`src/rtl/ifu_fetch_pkg.sv`:
```
// ifu_fetch_pkg
//   Shared constants for the instruction fetch slice: address/data widths, memory
//   base and reset PC, default fetch queue depth and the per-instruction PC step.
//   Imported by ifu_fq and ifu_fetch.
//   Optional feature macro used by this slice: IFU_PERF_CNT_EN (see ifu_fetch).
package ifu_fetch_pkg;

    localparam int          ADDR_WIDTH = 32;
    localparam int          DATA_WIDTH = 32;
    localparam logic [31:0] MEM_BASE   = 32'h8000_0000;
    localparam logic [31:0] RESET_PC   = MEM_BASE;
    localparam int          FQ_DEPTH   = 2;
    localparam int          INSTR_STEP = 4;

endpackage

```
`src/rtl/ifu_fq.sv`:
```
// ifu_fq
//   Synchronous FIFO holding {pc, instr} pairs for the fetch stage.
//   Flush overrides push and pop. Head outputs come straight from storage registers.
// Ports
//   clk, rst_n      clock, synchronous active-low reset
//   push, wr_pc,    write {wr_pc, wr_instr} at the tail
//   wr_instr
//   pop             advance the head
//   flush           empty the queue
//   rd_pc, rd_instr head entry
//   full, empty     occupancy flags
module ifu_fq
    import ifu_fetch_pkg::*;
#(
    parameter int DEPTH = FQ_DEPTH,
    parameter int AW    = ADDR_WIDTH,
    parameter int DW    = DATA_WIDTH
) (
    input  logic          clk,
    input  logic          rst_n,
    input  logic          push,
    input  logic          pop,
    input  logic          flush,
    input  logic [AW-1:0] wr_pc,
    input  logic [DW-1:0] wr_instr,
    output logic [AW-1:0] rd_pc,
    output logic [DW-1:0] rd_instr,
    output logic          full,
    output logic          empty
);

    localparam int PTR_W = $clog2(DEPTH);

    logic [AW-1:0]    pc_mem    [DEPTH];
    logic [DW-1:0]    instr_mem [DEPTH];
    logic [PTR_W-1:0] wr_ptr;
    logic [PTR_W-1:0] rd_ptr;
    logic [PTR_W:0]   count;

    // Storage is cleared on reset so the head reads zero until the first push.
    always_ff @(posedge clk) begin
        if (!rst_n) begin
            for (int i = 0; i < DEPTH; i++) begin
                pc_mem[i]    <= '0;
                instr_mem[i] <= '0;
            end
        end else if (push && !flush) begin
            pc_mem[wr_ptr]    <= wr_pc;
            instr_mem[wr_ptr] <= wr_instr;
        end
    end

    // DEPTH is a power of two, so the pointers wrap naturally.
    always_ff @(posedge clk) begin
        if (!rst_n || flush) begin
            wr_ptr <= '0;
            rd_ptr <= '0;
            count  <= '0;
        end else begin
            if (push) wr_ptr <= wr_ptr + 1'b1;
            if (pop)  rd_ptr <= rd_ptr + 1'b1;
            case ({push, pop})
                2'b10:   count <= count + 1'b1;
                2'b01:   count <= count - 1'b1;
                default: count <= count;
            endcase
        end
    end

    assign rd_pc    = pc_mem[rd_ptr];
    assign rd_instr = instr_mem[rd_ptr];
    assign full     = (count == (PTR_W+1)'(DEPTH));
    assign empty    = (count == '0);

endmodule

```
`src/rtl/ifu_fetch.sv`:
```
// ifu_fetch
//   Instruction fetch stage in front of pmem. Holds pc_r, which is the pmem address,
//   captures the combinationally returned word with its PC into ifu_fq, and hands the
//   queue head to decode over valid/ready. A one-cycle redirect from EXU flushes the
//   queue and reloads pc_r with the word-aligned target.
// Optional feature: define IFU_PERF_CNT_EN to add the perf_fetch_o / perf_stall_o
//   counters and ports. With the macro undefined the ports and logic are absent.
// Ports
//   clk, rst_n          clock, synchronous active-low reset
//   instr_addr_o        pmem fetch address (= pc_r)
//   instr_i             pmem read data, same cycle as instr_addr_o
//   redirect_valid_i    EXU redirect strobe
//   redirect_pc_i       redirect target (low two bits ignored)
//   ifu_valid_o         queue head valid
//   ifu_ready_i         decode accepts head
//   ifu_pc_o            head PC
//   ifu_instr_o         head instruction
//   perf_fetch_o        pushed-word count        (IFU_PERF_CNT_EN)
//   perf_stall_o        valid & !ready cycles     (IFU_PERF_CNT_EN)
module ifu_fetch
    import ifu_fetch_pkg::*;
#(
    parameter int          AW       = ADDR_WIDTH,
    parameter int          DW       = DATA_WIDTH,
    parameter logic [31:0] RST_PC   = RESET_PC,
    parameter int          FQ_DEPTH_P = FQ_DEPTH
) (
    input  logic          clk,
    input  logic          rst_n,
    output logic [AW-1:0] instr_addr_o,
    input  logic [DW-1:0] instr_i,
    input  logic          redirect_valid_i,
    input  logic [AW-1:0] redirect_pc_i,
    output logic          ifu_valid_o,
    input  logic          ifu_ready_i,
    output logic [AW-1:0] ifu_pc_o,
    output logic [DW-1:0] ifu_instr_o
`ifdef IFU_PERF_CNT_EN
    ,
    output logic [31:0]   perf_fetch_o,
    output logic [31:0]   perf_stall_o
`endif
);

    logic [AW-1:0] pc_r;
    logic          fq_full;
    logic          fq_empty;
    logic          pop;
    logic          push;
    logic [1:0]    unused_redirect_lo;

    assign unused_redirect_lo = redirect_pc_i[1:0];

    assign ifu_valid_o = !fq_empty;
    assign pop         = ifu_valid_o && ifu_ready_i;
    // A pop frees a slot this cycle, so a full queue can still take the new word.
    assign push        = !redirect_valid_i && (!fq_full || pop);

    always_ff @(posedge clk) begin
        if (!rst_n) begin
            pc_r <= AW'(RST_PC);
        end else if (redirect_valid_i) begin
            pc_r <= {redirect_pc_i[AW-1:2], 2'b00};
        end else if (push) begin
            pc_r <= pc_r + AW'(INSTR_STEP);
        end
    end

    assign instr_addr_o = pc_r;

    // Redirect flushes the queue; flush wins inside ifu_fq so the head is not consumed.
    ifu_fq #(
        .DEPTH (FQ_DEPTH_P),
        .AW    (AW),
        .DW    (DW)
    ) u_fq (
        .clk      (clk),
        .rst_n    (rst_n),
        .push     (push),
        .pop      (pop && !redirect_valid_i),
        .flush    (redirect_valid_i),
        .wr_pc    (pc_r),
        .wr_instr (instr_i),
        .rd_pc    (ifu_pc_o),
        .rd_instr (ifu_instr_o),
        .full     (fq_full),
        .empty    (fq_empty)
    );

`ifdef IFU_PERF_CNT_EN
    // Counters are independent of redirect; only reset clears them.
    always_ff @(posedge clk) begin
        if (!rst_n) begin
            perf_fetch_o <= '0;
            perf_stall_o <= '0;
        end else begin
            if (push)                        perf_fetch_o <= perf_fetch_o + 32'd1;
            if (ifu_valid_o && !ifu_ready_i) perf_stall_o <= perf_stall_o + 32'd1;
        end
    end
`endif

endmodule
```
`config.mk`:
```
export PLATFORM = sky130hd
export DESIGN_NAME = ifu_fetch
export DESIGN_NICKNAME = d
export VERILOG_FILES = /design/src/rtl/ifu_fetch_pkg.sv /design/src/rtl/ifu_fq.sv /design/src/rtl/ifu_fetch.sv
export SDC_FILE = /design/constraint.sdc
export NUM_CORES = 1
export LEC_CHECK = 0
export BUFFER_PORTS_ARGS = -buffer_cell sky130_fd_sc_hd__buf_2
export CAP_MARGIN = 40
export CORE_ASPECT_RATIO = 1.2
export CORE_MARGIN = 8
export CORE_UTILIZATION = 40
export CTS_BUF_LIST = sky130_fd_sc_hd__clkbuf_4
export CTS_CLUSTER_SIZE = 30
export DETAILED_ROUTE_END_ITERATION = 6
export PLACE_DENSITY = 0.61
export SLEW_MARGIN = 20
export SYNTH_ARGS = -nofsm -noshare
export SYNTH_HDL_FRONTEND = slang
export SYNTH_HIERARCHICAL = 1
export SYNTH_SLANG_ARGS = --single-unit
```
`constraint.sdc`:
```
create_clock -name clk -period 5.9 [get_ports clk]
set_input_delay 0.295 -clock clk [delete_from_list [all_inputs] [get_ports clk]]
set_output_delay 0.295 -clock clk [all_outputs]
set_load 0.03 [all_outputs]
```
* Word level (Yosys, flattened, before mapping) *
Memories as Yosys holds them, arrays and structs flattened. A register that Yosys moved wholly into a read port is not among the register bits.
Index checks and enable logic that the tools add are counted.

storage, ports and cells
  word-level logic and storage cells = 49
  bits in registers = 36
  output and inout bits = 97
  bits in writable memories = 128
  input bits = 68
  memories = 2

memory list
  name            words  bits a word  read ports  clocked after Yosys merged registers in  write ports  RTL line      source
  u_fq.instr_mem  2      32           1           1                                        2            ifu_fq.sv:35  logic [DW-1:0] instr_mem [DEPTH];
  u_fq.pc_mem     2      32           1           1                                        2            ifu_fq.sv:34  logic [AW-1:0] pc_mem [DEPTH];

operators by class
  reductions and logical operators = 16
  multiplexer cells = 17
  $add $sub $neg = 5
  bitwise gates (word level) = 1
  equal/unequal tests = 3

operators by type and width
  operator               number
  $mux 32                4
  $reduce_or 32->1       2
  $add 32x3->32 const B  1
  $mux 1                 12
  $eq 2x2->1 const B     2
  $logic_and 1x1->1      4
  $logic_not 1->1        4
  $pmux 2 s2             1
  $reduce_bool 2->1      2
  $add 1x1->1 const B    2
  $add 2x1->2 const B    1
  $eq 2x1->1 const B     1
  $logic_not 2->1        1
  $logic_or 1x1->1       2
  $reduce_or 2->1        1
  $sub 2x1->2 const B    1
  $not 1->1              1

* Depth between registers and ports, before layout *
  word-level depth = 11
  gate-level depth with buffers = 10
  depth with buffers taken out = 8

* Hierarchy *
The synthesis kept the hierarchy.

by module, submodules not included
  module     cells each  area an instance (sq um)  seq. area each (sq um)  times used
  ifu_fq     382         5791.8                    3943.8                  1
  ifu_fetch  237         1924.3                    600.6                   1

* Worst setup path before layout *
Ideal clock, no wire load.

  kind = reg-to-reg
  start point = reg u_fq.count[0]
  end point = mem u_fq/instr_mem[0][0] (netlist name), enable pin
  setup time = 0.574 ns
  setup slack = -0.594 ns
  data arrival time = 5.920 ns
  clock period less this slack = 6.494 ns
  data required time = 5.326 ns
  buffers on the path = 2
  cell stages (with the launch flop) = 8
  cells stage by stage = dfxtp_1 nor2_1 nand2b_2 clkbuf_1 clkbuf_1 a21oi_1 nand2b_1 o21ai_0

RTL lines
  element                 RTL line      source
  from (decl)             ifu_fq.sv:38  logic [PTR_W:0] count;
  from (signal assigned)  ifu_fq.sv:63  2'b10: count <= count + 1'b1;
  from (signal assigned)  ifu_fq.sv:64  2'b01: count <= count - 1'b1;
  from (signal assigned)  ifu_fq.sv:65  default: count <= count;
  to (decl)               ifu_fq.sv:35

==> impl_metrics.py <==
metrics = {
    "floorplan": {
        "fp.dieArea_um2": 24000,
        "die_w_um": 143,
        "rows": 55,
        "start_util_pct": 40.8,
        "core_area_um2": 18900,
        "die_h_um": 168,
        "io_pins": 165,
    },
    "setup_path": {
        "cp.required_ps": 6300,
        "path_cells": "nor2_1 > nand2b_2 > a21oi_1 > inv_2 > nor2_4 > buf_4 > and3_1",
        "reg2reg_slack_ps": 3100,
        "critical_path_class": "flop to flop",
        "cp_max_fo": 34,
        "critical_path.max_stage_delay_ps": 530,
        "crit_path_end_kind": "flop",
        "cp_slowest_cell": "nor2_4",
        "critPathLaunchType": "flop",
        "critPathTopFamily": "simple AND/OR/NAND/NOR gates",
        "arrival_ps": 3200,
        "worst-path-buf-inv": 2,
    },
    "sta": {
        "maxSlewHeadroom_pct": 43.6,
        "rsz0062_at_grt": "no",
        "period_needed_ps": 2800,
        "setup_viol": 0,
        "tightest_slew_ps": 846,
        "fin_crit_sh_pct": 47.4,
        "finClkSkew_ps": 19.5,
        "setup_tns_ps": 0,
        "slew_violations": 0,
        "fmax_mhz": 357,
        "hold_ws_ps": 60.8,
        "hold_viol_final": 0,
    },
    "grt": {
        "grt_pass1_vias": 5957,
        "antenna_found_initial": 1,
        "grt_pass1_wl_mm": 31.1,
        "overflow": 0,
        "grt_use_total_pct": 16.5,
        "grt_max_degree": 63,
    },
    "route": {
        "drc": 0,
        "drt-initial-drc-count": 307,
        "antenna_left": 0,
        "wl_per_cell_um": 18.4,
        "vias": 5683,
        "viasPerCell": 5.35,
        "drt_wl_total_mm": 19.6,
        "dr.pass1.iters": 7,
    },
    "placed_design": {
        "dp.cells": 996,
        "gp_congestion": 0.765,
        "post-dp-hpwl_mm": 12.9,
        "port_buffers": 160,
        "placed_cell_area_um2": 8790,
    },
    "finish": {
        "final_cell_mix": "buf_2 (160), and3_1 (135), edfxtp_1 (128), mux2_2 (64)",
        "drive_gt1_share_pct": 34.7,
        "fin_cells": 1063,
        "multi_input_area_um2": 2910,
        "layout_commonest_cell": "buf_2",
        "fin_area_um2": 9390,
        "layout.nets": 863,
        "nFillCells": 1695,
        "regArea_um2": 4550,
        "area_growth_pct": 21.7,
    },
    "logic_synthesis": {
        "seq_area_frac_synth_pct": 58.9,
        "syn_avg_cell_area_um2": 12.5,
        "synth_cell_type_count": 58,
        "synth_edf_count": 128,
        "ys_ff_latch": 163,
        "async_reset_ff_share_pct": 0,
        "yosysWarnings": 6,
        "netlist_instances": 619,
        "syn_area_um2": 7720,
        "synth-main-ff-cell": "edfxtp_1",
    },
    "clocking": {
        "cts_root_buffer": "clkbuf_4",
        "htree_levels": 4,
        "post_cts_resize_count": 0,
        "clk_pin_slew_ps": 140,
        "cts_tree": "done",
        "cts_buffers": 17,
        "post_cts_buffers": 0,
        "postCtsHoldBufs": 32,
        "insertion_delay_ps": 550,
        "clock_path_buffers": 2,
        "cts.sinks": 163,
    },
    "run_status": {
        "status": "completed",
    },
    "power_and_ir_drop": {
        "ir_worst_vdd_mv": 0.0954,
        "power.density_nw_per_um2": 247,
        "p_leak_uw": 0.00420,
    },
    "flow_run": {
        "drv_cap": 0,
    },
    "hold_path": {
        "hold_class": "input pin to flop",
    },
}
==> tightest hold or removal path: cells and delay by family <==
| kind | cells | cell delay, ps |
|---|---|---|
| AND/OR/NAND/NOR | 1 | 130 |
| AO/OA/AOI/OAI | 1 | 60 |
| buffers and inverters | 1 | 80 |
==> metal layers <==
layer	global-route usage (%)	routed length (um)
met1	18.8	8080
met5	0	0
met3	3.96	1030
met2	29.5	10200
met4	5.14	271
==> metrics by stage <==
step,setup slack (ps),total power (uW),utilization [%]
floorplan,1130,1580,-
global placement,2730,1690,45.7
detailed placement,3150,1710,46.5
CTS,3100,2350,49.5
global route,2840,2430,49.6
finish,3100,2320,49.6
==> where the power goes <==
group	leakage [uW]	switching (uW)	internal (uW)	total (uW)
combinational	0.00243	224	127	352
sequential	0.00164	42.3	1300	1340
clock	0.000134	378	252	629
==> path summary, 6_finish.rpt <==
check | endpoint | from | cells after the start
max | u_fq/pc_mem[0][16] | u_fq/count[0] | 7
min reg2reg | u_fq/count[1] | u_fq/count[1] | 2
min | instr_addr_o[22] | redirect_pc_i[22] | 3
max reg2reg | u_fq/pc_mem[0][16] | u_fq/count[0] | 7
==> cell usage after synthesis, drive strengths merged, types with 5 or more instances <==
| cell type | n | share of area (%) |
|---|---|---|
| nand3 | 14 | 0.97 |
| mux2 | 64 | 9.3 |
| clkbuf | 26 | 1.5 |
| nand2 | 11 | 0.54 |
| and3 | 135 | 11 |
| and4 | 6 | 0.68 |
| nand4 | 13 | 1.1 |
| a21oi | 17 | 1.1 |
| buf | 30 | 2.3 |
| a311oi | 6 | 0.68 |
| edfxtp | 128 | 50 |
| nor3 | 6 | 0.39 |
| nor2b | 8 | 0.68 |
| nor2 | 12 | 0.62 |
| o21ai | 23 | 1.5 |
| xnor2 | 11 | 1.2 |
| nand2b | 11 | 0.92 |
| a211oi | 7 | 0.68 |
| inv | 5 | 0.24 |
| dfxtp | 35 | 9.1 |
==> layout make-up <==
type	instances	share of cell area, %
Timing Repair Buffer	206	14.1
Clock inverter	13	1.24
Clock buffer	19	1.52
Inverter	6	0.240
Antenna cell	1	0.0266
Multi-Input combinational cell	399	31.0
Tap cell	256	3.41
Sequential cell	163	48.4
==> cell families after synthesis <==
family                     count (synthesis)  synth area share (%)
DFF                                      163                  58.9
AOI/OAI and AO/OA                         86                  7.91
adders and majority gates                  2                 0.324
buffers and inverters                     62                  4.04
xor gates and xnor gates                  13                  1.48
muxes                                     64                  9.34
and+or+nand+nor                          228                  18.0
other                                      1                0.0486
==> registers in the layout (all words and copies together), names as in the netlist, named ones only <==
| register | count |
|---|---|
| u_fq/instr_mem | 64 |
| u_fq/wr_ptr | 1 |
| u_fq/count | 2 |
| instr_addr_o | 30 |
| u_fq/pc_mem | 64 |
| u_fq/rd_ptr | 1 |
(Power assumes the default switching activity.)
